<file path="config.mk">
export PLATFORM = sky130hd
export DESIGN_NAME = mem_bus_arbiter
export DESIGN_NICKNAME = d
export VERILOG_FILES = /design/src/rtl/mem_arb_pkg.sv /design/src/rtl/mem_arb_lock_timer.sv /design/src/rtl/mem_bus_arbiter.sv
export SDC_FILE = /design/constraint.sdc
export NUM_CORES = 1
export LEC_CHECK = 0
export ABC_AREA = 1
export BUFFER_PORTS_ARGS = -buffer_cell sky130_fd_sc_hd__buf_2
export CORE_UTILIZATION = 30
export CTS_CLUSTER_SIZE = 10
export DETAILED_ROUTE_END_ITERATION = 10
export GPL_TIMING_DRIVEN = 0
export HOLD_SLACK_MARGIN = 0.03
export PLACE_DENSITY = 0.7
export SLEW_MARGIN = 20
export SYNTH_ARGS = -nofsm -noshare
export SYNTH_HDL_FRONTEND = slang
export SYNTH_SLANG_ARGS = --single-unit
</file>
<file path="constraint.sdc">
create_clock -name clk -period 3.3 [get_ports clk]
set_clock_uncertainty 0.05 [all_clocks]
set_input_delay 0.66 -clock clk [delete_from_list [all_inputs] [get_ports clk]]
set_output_delay 0.66 -clock clk [all_outputs]
set_load 0.02 [all_outputs]
</file>
<file path="src/rtl/mem_arb_pkg.sv">
// Shared definitions for the two-master data-memory arbiter:
// FSM encoding, last-grant encoding and the default lock limit.
package mem_arb_pkg;

  typedef enum logic [1:0] {
    IDLE  = 2'd0,
    OWN0  = 2'd1,
    OWN1  = 2'd2,
    LOCK1 = 2'd3
  } arb_state_t;

  localparam int LOCK_MAX_DEFAULT = 16;

  localparam logic LAST_M0 = 1'b0;
  localparam logic LAST_M1 = 1'b1;

  // Counter must be able to hold the value LOCK_MAX itself.
  function automatic int lock_cnt_width(input int lock_max);
    int w;
    w = $clog2(lock_max + 1);
    return (w < 1) ? 1 : w;
  endfunction

endpackage

</file>
<file path="src/rtl/mem_arb_lock_timer.sv">
// Counts consecutive locked grants to master 1 and raises force_release
// once LOCK_MAX of them have been given, so master 0 is not starved forever.
module mem_arb_lock_timer
  import mem_arb_pkg::*;
#(
  parameter int LOCK_MAX = LOCK_MAX_DEFAULT
) (
  input  logic clk,
  input  logic reset,
  input  logic inc,
  input  logic clr,
  output logic force_release
);

  localparam int CNT_W = lock_cnt_width(LOCK_MAX);
  localparam logic [CNT_W-1:0] CNT_LIMIT = CNT_W'(LOCK_MAX);

  logic [CNT_W-1:0] lock_cnt;

  // Clear wins over increment; the count saturates at the limit.
  always_ff @(posedge clk or negedge reset) begin
    if (!reset) begin
      lock_cnt <= '0;
    end else if (clr) begin
      lock_cnt <= '0;
    end else if (inc && (lock_cnt != CNT_LIMIT)) begin
      lock_cnt <= lock_cnt + 1'b1;
    end
  end

  assign force_release = (lock_cnt == CNT_LIMIT);

endmodule

</file>
<file path="src/rtl/mem_bus_arbiter.sv">
// Two-master arbiter for the shared data-memory/MMIO port: round-robin between
// the CPU (m0) and the loader/DMA (m1), with a bounded bus lock for m1.
module mem_bus_arbiter
  import mem_arb_pkg::*;
#(
  parameter int LOCK_MAX = LOCK_MAX_DEFAULT
) (
  input  logic        clk,
  input  logic        reset,

  input  logic        m0_req,
  input  logic        m0_we,
  input  logic [31:0] m0_addr,
  input  logic [31:0] m0_wdata,
  output logic        m0_gnt,
  output logic        m0_rvalid,
  output logic [31:0] m0_rdata,

  input  logic        m1_req,
  input  logic        m1_we,
  input  logic        m1_lock,
  input  logic [31:0] m1_addr,
  input  logic [31:0] m1_wdata,
  output logic        m1_gnt,
  output logic        m1_rvalid,
  output logic [31:0] m1_rdata,

  output logic [31:0] mem_addr,
  output logic [31:0] mem_wdata,
  output logic        mem_read,
  output logic        mem_write,
  input  logic [31:0] mem_rdata
);

  arb_state_t state;
  arb_state_t next_state;
  logic       last_gnt;
  logic       locked;
  logic       force_release;
  logic       gnt0;
  logic       gnt1;
  logic       timer_inc;
  logic       timer_clr;
  logic       m0_rd;
  logic       m1_rd;

  assign locked = (state == LOCK1) && m1_req && m1_lock;

  // Grant is combinational so a lone requester is served in the same cycle;
  // reset gates everything off regardless of requests.
  always_comb begin
    gnt0 = 1'b0;
    gnt1 = 1'b0;
    if (!reset) begin
      gnt0 = 1'b0;
      gnt1 = 1'b0;
    end else if (locked) begin
      if (force_release && m0_req) begin
        gnt0 = 1'b1;
      end else begin
        gnt1 = 1'b1;
      end
    end else if (m0_req && m1_req) begin
      if (last_gnt == LAST_M1) begin
        gnt0 = 1'b1;
      end else begin
        gnt1 = 1'b1;
      end
    end else begin
      gnt0 = m0_req;
      gnt1 = m1_req;
    end
  end

  always_comb begin
    next_state = IDLE;
    if (gnt0) begin
      next_state = OWN0;
    end else if (gnt1) begin
      next_state = m1_lock ? LOCK1 : OWN1;
    end
  end

  // Counter only runs while staying locked; a forced release or any exit resets it.
  assign timer_inc = (next_state == LOCK1);
  assign timer_clr = (next_state != LOCK1) || ((state == LOCK1) && force_release);

  mem_arb_lock_timer #(
    .LOCK_MAX(LOCK_MAX)
  ) u_lock_timer (
    .clk          (clk),
    .reset        (reset),
    .inc          (timer_inc),
    .clr          (timer_clr),
    .force_release(force_release)
  );

  // IDLE keeps last_gnt so round-robin fairness survives idle gaps.
  always_ff @(posedge clk or negedge reset) begin
    if (!reset) begin
      state    <= IDLE;
      last_gnt <= LAST_M1;
    end else begin
      state <= next_state;
      if (gnt0) begin
        last_gnt <= LAST_M0;
      end else if (gnt1) begin
        last_gnt <= LAST_M1;
      end
    end
  end

  assign m0_rd = gnt0 & ~m0_we;
  assign m1_rd = gnt1 & ~m1_we;

  always_ff @(posedge clk or negedge reset) begin
    if (!reset) begin
      m0_rvalid <= 1'b0;
      m1_rvalid <= 1'b0;
      m0_rdata  <= '0;
      m1_rdata  <= '0;
    end else begin
      m0_rvalid <= m0_rd;
      m1_rvalid <= m1_rd;
      if (m0_rd) begin
        m0_rdata <= mem_rdata;
      end
      if (m1_rd) begin
        m1_rdata <= mem_rdata;
      end
    end
  end

  always_comb begin
    mem_addr  = '0;
    mem_wdata = '0;
    mem_read  = 1'b0;
    mem_write = 1'b0;
    if (gnt0) begin
      mem_addr  = m0_addr;
      mem_wdata = m0_wdata;
      mem_read  = ~m0_we;
      mem_write = m0_we;
    end else if (gnt1) begin
      mem_addr  = m1_addr;
      mem_wdata = m1_wdata;
      mem_read  = ~m1_we;
      mem_write = m1_we;
    end
  end

  assign m0_gnt = gnt0;
  assign m1_gnt = gnt1;

endmodule

</file>
# --- Word-level counts from Yosys, hierarchy flattened ---
# Index checks and enable logic that the tools add are counted.
totals:
  output_inout_bits: 134
  wordCells: 51
  reg_bits: 74
  inputBits: 167
  latch_bits: 0
  ram_bits: 0
  rom_bits: 0
  mem_count: 0
classes:
  eq_ne: 5
  add_sub_neg: 1
  shift: 0
  muxes: 25
  n_lt_le_gt_ge: 0
  div: 0
  n_bitwise: 4
  n_reduce_logical: 9
  n_mul: 0
ops:
  columns: ["cell", "n"]
  rows:
  - ["32-bit two-way mux", 4]
  - ["1-bit two-way mux", 17]
  - ["5-bit two-way mux", 2]
  - ["1-bit logical AND", 6]
  - ["5-bit by 1-bit adder with 5-bit output, second input constant", 1]
  - ["5-bit equality test, second input constant", 1]
  - ["5-bit inequality test, second input constant", 1]
  - ["2-bit equality test, second input constant", 2]
  - ["2-bit two-way mux", 2]
  - ["2-bit nonzero test", 2]
  - ["1-bit AND", 2]
  - ["2-bit inequality test, second input constant", 1]
  - ["1-bit inverter", 2]
  - ["1-bit logical OR", 1]

# --- Logic depth before layout (Yosys ltp) ---
# Gate-level depths: netlist (run 1).
depth:
  ltp_word: 11
  ltp_mapped: 12
  depth_no_buf: 10

# --- Cells and area by module ---
# Synthesis (run 1) repeated with hierarchy kept, for this count alone.
hier_totals:
  cells_unflattened: 577
  area_unflattened_um2: 4107.7
by_module_without_submodules:
  columns: ["module", "cells_each", "n_inst", "seq_area_each_um2", "area_per_inst_um2"]
  rows:
  - ["mem_bus_arbiter", 536, 1, 1727.9, 3766.1]
  - ["mem_arb_lock_timer", 41, 1, 125.1, 341.6]

# --- Worst setup path before layout (run 1) ---
# Ideal clock, no wire load.
synth_timing:
  path_type: "input port to output port"
  from: "in m1_lock"
  to: "out mem_addr[0]"
  cell_stages: 10
  setup_slack_ns: 0.919
  n_path_buf: 2
  required_ns: 2.590
  t_arrival_ns: 1.671
  cell_sequence: "nand2_1 > nor2_4 > nor2_2 > nor2_8 > nand2_4 > inv_2 > buf_6 > buf_8 > nand2_2 > nand2_1"
synth_via:
  elab_chain_cells: 5
  word_cells_on_any_way: 7
  cone_classes: "6 x mux; 1 x reduce/logical"
synth_lines:
  columns: ["item", "line", "text"]
  rows:
  - ["from (decl)", "mem_bus_arbiter.sv:21", "input logic m1_lock,"]
  - ["1-bit logical AND *", "mem_bus_arbiter.sv:47", "assign locked = (state == LOCK1) && m1_req && m1_lock;"]
  - ["1-bit two-way mux", "mem_bus_arbiter.sv:57", "end else if (locked) begin"]
  - ["1-bit two-way mux", "mem_bus_arbiter.sv:54", "if (!reset) begin"]
  - ["32-bit two-way mux", "mem_bus_arbiter.sv:144", "end else if (gnt1) begin"]
  - ["32-bit two-way mux *", "mem_bus_arbiter.sv:139", "if (gnt0) begin"]
  - ["to (decl)", "mem_bus_arbiter.sv:28", "output logic [31:0] mem_addr,"]
# Every way passes the cells marked *; elsewhere a longest branch is shown, timed or not.

# --- Worst setup path after layout (run 1) ---
layout_timing:
  from: "in reset"
  to: "out mem_addr[20]"
layout_via:
  elab_chain_cells: 3
  word_cells_on_any_way: 4
  cone_classes: "4 x mux"
layout_lines:
  columns: ["item", "line", "text"]
  rows:
  - ["from (decl)", "mem_bus_arbiter.sv:9", "input logic reset,"]
  - ["1-bit two-way mux", "mem_bus_arbiter.sv:54", null]
  - ["32-bit two-way mux", "mem_bus_arbiter.sv:144", null]
  - ["32-bit two-way mux *", "mem_bus_arbiter.sv:139", null]
# Marks and branches as above.

==> metrics.csv, run 1 <==
stage,metric,value,unit
place,hpwl,12000,um
cts,clkLatencyLatePin,0.32,ns
floorplan,row_count,42,
cts,cts-htree-levels,3,
drt,drtPass1Iterations,4,
place,gp_congestion,0.841,
layout,nets,1046,
floorplan,die_y,118,um
layout,fin_cells,1056,
timing,finalCritPeriodShare,92.8,%
timing,tightest_slew,0.531,ns
power_and_ir_drop,ir_drop,0.000244,V
power_and_ir_drop,combPwrFrac,34.3,%
timing,min_period,3.06,ns
critical_path,cp.arrival,2.35,ns
timing,rsz0062_at_grt,false,
cts,clkTransAtPathRegs,0.06,ns
critical_path,startpoint,reset,
global_route,grt_pass1_vias,4522,
power_and_ir_drop,p_sw_share,36.6,%
timing,setup_viol,0,
place,placed_cells,1042,
critical_path,r2r_end,m0_rdata[15],
timing,hold_viol,0,
place,place.port_buffers,300,
cts,cts-buffers-inserted,9,
synthesis,synth-warning-count,0,
power_and_ir_drop,leakage,0.00381,uW
timing,slew_headroom,64.6,%
cts,clockBufferDepth,2,
power_and_ir_drop,seq_power_share,37.0,%
synthesis,synth.cell_area,0.00406,mm2
synthesis,synth_top_area_share,45.0,%
drt,wl_per_cell,14.1,um
layout,utilization,46.0,%
critical_path,required,2.59,ns
drt,num_vias,4816,
synthesis,ys_ff_latch,74,
global_route,track_usage,21.3,%
synthesis,synth_nets,734,
critical_path,crit_fanout,42,
global_route,antenna_found_initial,0,
global_route,grt_pass1_wl,23500,um
synthesis,yosysUniqueCellTypes,27,
min_path,hold_path_class,primary input to async pin,
critical_path,reg2regPathDepth,10,
layout,area_delta_synth_final,50.1,%
critical_path,r2r_start,u_lock_timer.lock_cnt[0],
drt,routed_wl,14900,um
global_route,grt_max_degree,43,
power_and_ir_drop,p_clk_share,28.7,%
floorplan,die_area,0.0140,mm2
critical_path,crit_path_end_kind,output port,
power_and_ir_drop,p_int,2050,uW
floorplan,start_util,30.7,%
layout,n_antenna_cell,0,
timing,fmax,327,MHz
layout,drive_above_1_share,40.9,%
cts,cts_sinks,74,
drt,viasPerCell,4.56,
flow_run,cap_viol_max_count,0,
synthesis,ys_seq_area_share,45.6,%
drt,drtIter0Drc,336,
cts,post-cts-setup-buffers,0,
global_route,grt_overflow,0,
floorplan,die_x,118,um
critical_path,worstSetupStartpointType,primary input,
layout,final_area,0.00610,mm2
floorplan,io_pins,301,
drt,detail-route-antenna-nets,0,
floorplan,core,0.0132,mm2
cts,cts_tree,built,
critical_path,crit_type,primary input to output port,
power_and_ir_drop,switching_power,1190,uW
timing,report.final.slew_viol_count,0,
synthesis,yosysTopAreaCell,dfrtp_1,
critical_path,reg2reg_slack,1.34,ns
synthesis,syn_avg_cell_area,7.19,um2
place,dpl_cell_area,0.00581,mm2
power_and_ir_drop,p_per_area,531,mW/mm2
synthesis,syn_inst,565,
synthesis,synth_area_leaders,"dfrtp_1 (45%), nand2_1 (30%), nand4_1 (10%)",
critical_path,crit_path_end,mem_addr[20],
outcome,outcome,"finished, final reports clean",
cts,root_buffer,clkbuf_16,
drt,drc,0,
cts,holdBufCountCts,0,
==> sequential cells by signal, indices dropped and copies added, names as in the netlist <==
name	count
m0_rdata	32
m1_rdata	32
u_lock_timer.lock_cnt	5
state	2
last_gnt	1
m0_rvalid	1
m1_rvalid	1
==> cell usage after synthesis <==
master and number:
nand4_1 66, buf_6 3, ha_1 2, nor2_8 1
o21ai_1 1, inv_2 2, clkinv_1 2, buf_4 3
nand2_2 10, nand3_2 1, nor2_1 6, nand3_1 4
a21oi_1 1, buf_8 1, buf_1 2, o21ai_0 2
nand2_1 329, nor2_4 2, dfrtp_1 73, xor2_1 4
nor2_2 2, clkbuf_1 14, dfstp_2 1, buf_2 16
inv_1 15, nand3_4 1, nand2_4 1
==> cell families (layout without fill, tap and decap cells) <==
kind of cell / count (synthesis) / in the layout / synth area share (%)
xor+xnor: 4 / 4 / 0.862
fa+ha+maj: 2 / 2 / 0.616
simple gates: 423 / 423 / 45.5
compound gates: 4 / 4 / 0.493
flops: 74 / 74 / 45.6
buf+inv: 58 / 373 / 6.96
==> worst max-delay path, stage by stage <==
cell and delay (ns):
buf_8 0.26, buf_2 0.25, inv_1 0.13, nor2_2 0.29, buf_4 0.25, buf_4 0.19, nand2_1 0.08, nand2_1 0.07
buf_2 0.15
==> worst min-delay path by stage <==
stage | startpoint | endpoint | cells past startpoint
2_1_floorplan | reset | m0_rdata[0] | 0
3_3_place_gp | m1_rdata[9] | m1_rdata[9] | 2
3_5_place_dp | m1_rdata[11] | m1_rdata[11] | 2
4_1_cts | reset | m0_rdata[16] | 1
5_1_grt | reset | m1_rdata[17] | 1
6_report | reset | m1_rdata[16] | 1
==> placed cells by master (no fill, tap or decap), drive strengths merged <==
cell type  instances
clkinvlp           1
bufinv             1
ha                 2
nand4             66
buf              326
clkinv             4
o21ai              3
nand3              6
clkbuf            23
dfrtp             73
nand2            340
xor2               4
inv               18
a21oi              1
dfstp              1
nor2              11
==> layout make-up <==
cell class	instances	area (um2)
Timing Repair Buffer	301	1530
Tap cell	176	220
Clock buffer	9	225
Fill cell	1401	7150
Sequential cell	74	1850
Multi-Input combinational cell	433	1930
Clock inverter	5	56.3
Buffer	39	213
Inverter	19	71.3
==> routing by layer <==
metal	global-route usage, %	wire (um)
met5	0	0
met1	26.7	6370
met3	3.47	885
met2	37.1	7290
met4	7.12	319
==> metrics by stage <==
step	setup TNS (ns)	hold WS, ns	setup WS (ns)	power, uW
floorplan	0	0.314	0.919	1840
global placement	-64.67	0.399	-0.960	2310
detailed placement	-0.0472	0.403	-0.0132	2330
CTS	0	0.198	0.129	3270
global route	0	0.179	0.0433	3430
finish	0	0.157	0.239	3240
==> power groups by stage <==
stage	clock network, uW	registers, uW	logic (uW)
floorplan	0	1430	402
global placement	0	1210	1100
detailed placement	0	1210	1120
CTS	954	1200	1120
global route	997	1220	1210
finish	931	1200	1110
==> what timing repair did <==
| item | in CTS | in global routing |
|---|---|---|
| hold endpoints to repair | 0 | 0 |
| setup endpoints to repair | 15 | 15 |
| resized for setup | 1 | 4 |
Power figures use the tool's default switching activity.
==> run 2, diff against run 1 <==
- ABC_AREA: 1 -> default
- CORE_AREA: default -> 2 2 116 118
- CORE_UTILIZATION: 30 -> default
- CTS_CLUSTER_DIAMETER: default -> 50
- DIE_AREA: default -> 0 0 118 120
- PLACE_DENSITY: 0.7 -> 0.68
==> run 2 against run 1 <==
Synthesized cell count shrank 54%. Maximum frequency down 3.0%. Critical path type is now flop to output port. Die area rose by 1.1%. Critical endpoint is now mem_wdata[13]. Critical path depth down 1. Clock power up 3.9%. Largest power group unchanged.
==> metrics.csv, run 2 <==
stage,metric,value,unit,change
layout,final_area,0.00574,mm2,-5.8%
power_and_ir_drop,p_per_area,581,mW/mm2,+9.3%
timing,fmax,317,MHz,-3.0%
place,hpwl,9810,um,-18%
synthesis,yosysTopAreaCell,dfrtp_1,,
cts,root_buffer,clkbuf_16,,
drt,viasPerCell,4.72,,+3.5%
synthesis,synth_common_cells,"dfrtp_1 (73), a22o_1 (65), mux2_2 (50), mux2_1 (14), clkbuf_1 (9)",,
min_path,hold_path_class,primary input to async pin,,
synthesis,synth_top_area_share,51.0,%,+6.0 points
cts,clkLatencyLatePin,0.33,ns,about the same
floorplan,die_area,0.0142,mm2,+1.1%
layout,final_cell_mix,"buf_2 (301), dfrtp_1 (73), a22o_1 (65)",,
synthesis,synth.cell_area,0.00358,mm2,-12%
synthesis,synth_nets,430,,-41%
global_route,grt_max_degree,34,,-21%
global_route,grt_overflow,0,,unchanged
global_route,antenna_found_initial,0,,unchanged
drt,wl_per_cell,16.0,um,+14%
synthesis,yosysUniqueCellTypes,32,,+19%
timing,finalCritPeriodShare,95.6,%,+2.8 points
timing,rsz0062_at_grt,true,,
layout,drive_above_1_share,67.9,%,+27 points
floorplan,io_pins,301,,unchanged
timing,holdWs,0.157,ns,-0.000654 ns
drt,drtPass1Iterations,4,,unchanged
global_route,grt_pass1_wl,18100,um,-23%
drt,detail-route-antenna-nets,0,,unchanged
cts,cts_sinks,74,,unchanged
synthesis,synth_edf_count,0,,unchanged
timing,min_period,3.16,ns,+0.0936 ns
synthesis,ys_seq_area_share,51.7,%,+6.1 points
cts,clockBufferDepth,2,,unchanged
drt,drc,0,,unchanged
synthesis,async_flop_share,100,%,unchanged
place,dpl_cell_area,0.00533,mm2,-8.3%
global_route,grt_pass1_vias,3543,,-22%
synthesis,ys_ff_latch,74,,unchanged
timing,hold_viol,0,,unchanged
critical_path,cp.arrival,2.45,ns,+0.10 ns
timing,setup_viol,0,,unchanged
global_route,track_usage,16.3,%,-5.0 points
layout,area_delta_synth_final,60.3,%,
flow_run,cap_viol_max_count,0,,unchanged
layout,n_antenna_cell,0,,unchanged
place,gp_congestion,0.812,,-3.5%
synthesis,synth-warning-count,0,,unchanged
synthesis,synth_area_leaders,"dfrtp_1 (51%), a22o_1 (16%), mux2_2 (16%)",,
critical_path,crit_path_end_kind,output port,,
critical_path,crit_type,flop to output port,,
layout,nets,747,,-29%
cts,cts-buffers-inserted,9,,unchanged
floorplan,die_x,118,um,-0.31%
drt,routed_wl,12200,um,-18%
floorplan,core,0.0130,mm2,-2.0%
power_and_ir_drop,ir_drop,0.000195,V,-20%
synthesis,post-synth-top-count-cell,dfrtp_1,,
power_and_ir_drop,leakage,0.00306,uW,-20%
critical_path,required,2.59,ns,about the same
critical_path,worstSetupStartpointType,flop,,
cts,clkTransAtPathRegs,0.06,ns,about the same
synthesis,syn_inst,261,,-54%
drt,drtIter0Drc,139,,-59%
synthesis,synth-main-ff-cell,dfrtp_1,,
critical_path,crit_fanout,10,,-76%
timing,slew_headroom,63.5,%,-1.1 points
layout,nFillCells,1234,,-12%
outcome,outcome,"finished, final reports clean",,
cts,cts_tree,built,,
timing,report.final.slew_viol_count,0,,unchanged
cts,holdBufCountCts,0,,unchanged
power_and_ir_drop,power,3340,uW,+3.0%
floorplan,row_count,42,,unchanged
cts,cts-htree-levels,3,,unchanged
timing,tightest_slew,0.545,ns,+0.0143 ns
floorplan,start_util,27.6,%,-3.1 points
synthesis,syn_avg_cell_area,13.7,um2,+91%
floorplan,die_y,120,um,+1.4%
drt,num_vias,3578,,-26%
layout,top_regs,"m0_rdata: 32 flops, m1_rdata: 32 flops, u_lock_timer.lock_cnt: 5 flops",,
layout,final_common_cell,buf_2,,
layout,utilization,44.2,%,-1.8 points
place,place.port_buffers,300,,unchanged
## run 2: stage by stage
stage / setup TNS, ns / worst slack [ns] / cells
finish: 0 / 0.145 / 758
global route: -1.07 / -0.0679 / 758
CTS: 0 / 0.0296 / 754
detailed placement: -20.24 / -0.456 / 738
global placement: -94.47 / -1.22 / 737
floorplan: 0 / 0.485 / 261
## run 2: timing repair
action / 4_1_cts / 5_1_grt
cloned: 1 / 0
setup endpoints to repair: 67 / 62
pin swaps: 1 / 3
gates resized for setup: 7 / 15
setup buffers: 0 / 4
## run 2: worst paths after layout
| kind | endpoint | slack [ns] | cells past startpoint | from |
|---|---|---|---|---|
| hold / removal | m1_rdata[20] | 0.16 | 1 | reset |
| setup reg to reg | m0_rdata[14] | 0.94 | 8 | u_lock_timer.lock_cnt[0] |
| max in group asynchronous | m0_rdata[22] | 2.47 | 2 | reset |
| setup / recovery | mem_wdata[13] | 0.14 | 8 | u_lock_timer.lock_cnt[0] |
| hold reg to reg | m0_rdata[22] | 0.43 | 1 | m0_rdata[22] |
| min in group clk | m0_rdata[22] | 0.43 | 1 | m0_rdata[22] |
## run 2: kinds of logic after synthesis
logic type / after synthesis / share of synthesized area [%]
muxes: 65 / 20.4
xor gates and xnor gates: 4 / 0.979
buffers and inverters: 23 / 3.98
AOI/OAI and AO/OA: 74 / 18.6
DFF: 74 / 51.7
and+or+nand+nor: 19 / 3.63
adders and majority gates: 2 / 0.699
## run 2: routing by layer
layer  GRT usage [%]  share of wire [%]  wire [um]
met1            20.3                 41       4930
met2            26.9                 49       5960
met3            4.75                9.2       1120
met5               0                  0          0
met4            5.65                1.1        137
## run 2: power by group
part           internal (uW)  total [uW]  switching (uW)
sequential              1120        1220            99.9
combinational            485        1150             665
clock                    603         967             364
## run 2: worst max-delay path, stage by stage (launching register included)
cell and delay (ns):
dfrtp_1 0.39, inv_1 0.09, ha_1 0.17, and4bb_2 0.27, nand2_1 0.15, a31oi_4 0.28, buf_1 0.37, a22o_1 0.23
buf_2 0.16
## run 2: cell type report
type | instances | area [um2] | area share [%]
Buffer | 20 | 145 | 2.53
Clock buffer | 11 | 243 | 4.23
Clock inverter | 4 | 51.3 | 0.893
Inverter | 3 | 11.3 | 0.196
Multi-Input combinational cell | 164 | 1620 | 28.2
Sequential cell | 74 | 1850 | 32.3
Tap cell | 176 | 220 | 3.84
Timing Repair Buffer | 306 | 1600 | 27.8
==> run 3, diff against run 2 <==
- CORE_AREA: 2 2 116 118 -> 2 2 117 119
- DIE_AREA: 0 0 118 120 -> 0 0 119 121
- PLACE_DENSITY: 0.68 -> 0.67
==> run 3 against run 2 <==
Clock power up 2%. Routed wire length is 4.8% higher. Non-clock buffer count shrank 3. Sequential power is essentially flat. Die area up 1.7%. Setup slack gained 0.0042 ns.
==> metrics.csv, run 3 (same netlist as run 2, synthesis figures left out) <==
stage,metric,value,unit,change
outcome,outcome,"finished, final reports clean",,
layout,drive_above_1_share,68.3,%,+0.41 points
power_and_ir_drop,ir_drop,0.000267,V,+37%
layout,n_antenna_cell,0,,unchanged
layout,nFillCells,1243,,+0.73%
flow_run,cap_viol_max_count,0,,unchanged
global_route,track_usage,16.8,%,+0.56 points
cts,clkLatencyLatePin,0.32,ns,about the same
place,dpl_cell_area,0.00533,mm2,unchanged
layout,final_area,0.00572,mm2,-0.44%
drt,detail-route-antenna-nets,0,,unchanged
global_route,grt_pass1_vias,3530,,-0.37%
drt,drtPass1Iterations,4,,unchanged
drt,num_vias,3537,,-1.1%
layout,final_common_cell,buf_2,,
floorplan,die_x,119,um,+0.85%
floorplan,die_area,0.0144,mm2,+1.7%
floorplan,io_pins,301,,unchanged
drt,wl_per_cell,16.9,um,+5.1%
cts,cts-buffers-inserted,9,,unchanged
timing,tightest_slew,0.626,ns,+0.0811 ns
global_route,antenna_found_initial,0,,unchanged
power_and_ir_drop,p_per_area,587,mW/mm2,+0.99%
critical_path,cp.arrival,2.44,ns,about the same
global_route,grt_max_degree,41,,+21%
critical_path,worstSetupStartpointType,flop,,
power_and_ir_drop,leakage,0.00303,uW,-0.94%
timing,fmax,317,MHz,+0.13%
critical_path,path_cells,inv_2 > ha_2 > and4bb_2 > nand2_2 > a31oi_4 > buf_6 > buf_4 > a22o_1 > buf_2,,
critical_path,crit_type,flop to output port,,
layout,seqCellArea,0.00185,mm2,unchanged
cts,clockBufferDepth,2,,unchanged
place,hpwl,10500,um,+6.7%
min_path,hold_path_class,primary input to async pin,,
critical_path,crit_path_top_delay_cell,dfrtp_1,,
layout,area_delta_synth_final,59.6,%,
cts,cts-htree-levels,3,,unchanged
drt,routed_wl,12700,um,+4.8%
timing,hold_viol,0,,unchanged
timing,setup_viol,0,,unchanged
floorplan,die_y,121,um,+0.83%
cts,cts_sinks,74,,unchanged
timing,slew_headroom,58.2,%,-5.3 points
power_and_ir_drop,power,3350,uW,+0.55%
layout,nets,744,,-0.40%
drt,drtIter0Drc,91,,-35%
floorplan,row_count,42,,unchanged
layout,final_cell_mix,"buf_2 (301), dfrtp_1 (73), a22o_1 (65)",,
layout,utilization,43.7,%,-0.55 points
drt,viasPerCell,4.68,,-0.88%
cts,clkTransAtPathRegs,0.06,ns,about the same
timing,rsz0062_at_grt,false,,
critical_path,slowest_delay,0.40,ns,about the same
global_route,grt_overflow,0,,unchanged
timing,report.final.slew_viol_count,0,,unchanged
layout,multi_input_area,0.00163,mm2,+0.62%
timing,min_period,3.15,ns,-0.00424 ns
floorplan,core,0.0131,mm2,+0.81%
global_route,grt_pass1_wl,18500,um,+2.0%
cts,cts_tree,built,,
place,place.port_buffers,300,,unchanged
drt,drc,0,,unchanged
timing,finalCritPeriodShare,95.5,%,-0.13 points
critical_path,crit_path_end_kind,output port,,
layout,top_regs,"m0_rdata: 32 flops, m1_rdata: 32 flops, u_lock_timer.lock_cnt: 5 flops",,
cts,root_buffer,clkbuf_16,,
critical_path,crit_fanout,10,,unchanged
floorplan,start_util,27.4,%,-0.22 points
critical_path,required,2.59,ns,about the same
critical_path,crit_family,buffers and inverters,,
critical_path,path_buf_inv,4,,+1
place,gp_congestion,0.814,,+0.32%
run 3: repair_timing:
item / in CTS / in global routing
gates resized for setup: 6 / 13
buffers inserted: 0 / 2
pin swaps: 2 / 1
cloned: 0 / 0
hold buffers: 0 / 0
endpoints found under the setup margin: 63 / 59
run 3: stage by stage:
step	setup slack [ns]	setup TNS, ns	hold WS, ns	cells
3_5_place_dp	-0.196	-3.06	0.419	738
5_1_grt	0.0145	0	0.190	756
3_3_place_gp	-1.16	-89.98	0.412	737
4_1_cts	0.0222	0	0.250	754
2_1_floorplan	0.485	0	0.314	261
6_report	0.149	0	0.178	756
run 3: path summary, 6_finish.rpt:
check                                    startpoint           end  slack [ns]  depth (start not counted)
max                        u_lock_timer.lock_cnt[0]  mem_addr[13]        0.15                          9
max reg2reg                u_lock_timer.lock_cnt[0]  m0_rdata[18]        0.96                          7
min reg2reg                            m1_rdata[31]  m1_rdata[31]        0.43                          1
min in group clk                       m1_rdata[31]  m1_rdata[31]        0.43                          1
max in group asynchronous                     reset   m0_rdata[3]        2.50                          2
min                                           reset  m0_rdata[18]        0.18                          1
run 3: final cells by class:
type	instances	share of cell area (%)
flip-flops and latches	74	32.4
clock buffers	10	4.18
well taps	176	3.85
multi-input cells	164	28.5
clock inverters	6	1.14
plain buffers	20	2.50
repair buffers	303	27.2
inverters	3	0.197
run 3: layer usage:
| layer | up-vias | part of all wire, % | GRT usage (%) |
|---|---|---|---|
| met1 | 1697 | 38 | 19.4 |
| met4 | 2 | 2.2 | 6.47 |
| met3 | 18 | 7.8 | 5.17 |
| met5 | - | 0.50 | 3.68 |
| met2 | 188 | 52 | 28.9 |
| li1 | 1632 | - | - |
run 3: worst reg2reg max path: stages, from the launching register on:
cell and delay (ns):
dfrtp_1 0.40, inv_2 0.08, ha_2 0.18, and4bb_2 0.26, nand2_2 0.10, a311oi_4 0.55, buf_6 0.25, mux2_2 0.35
run 3: power by group:
part | leakage [uW] | switching (uW) | internal [uW]
clock network | 0.000149 | 378 | 607
logic | 0.00199 | 671 | 479
registers | 0.000893 | 101 | 1120
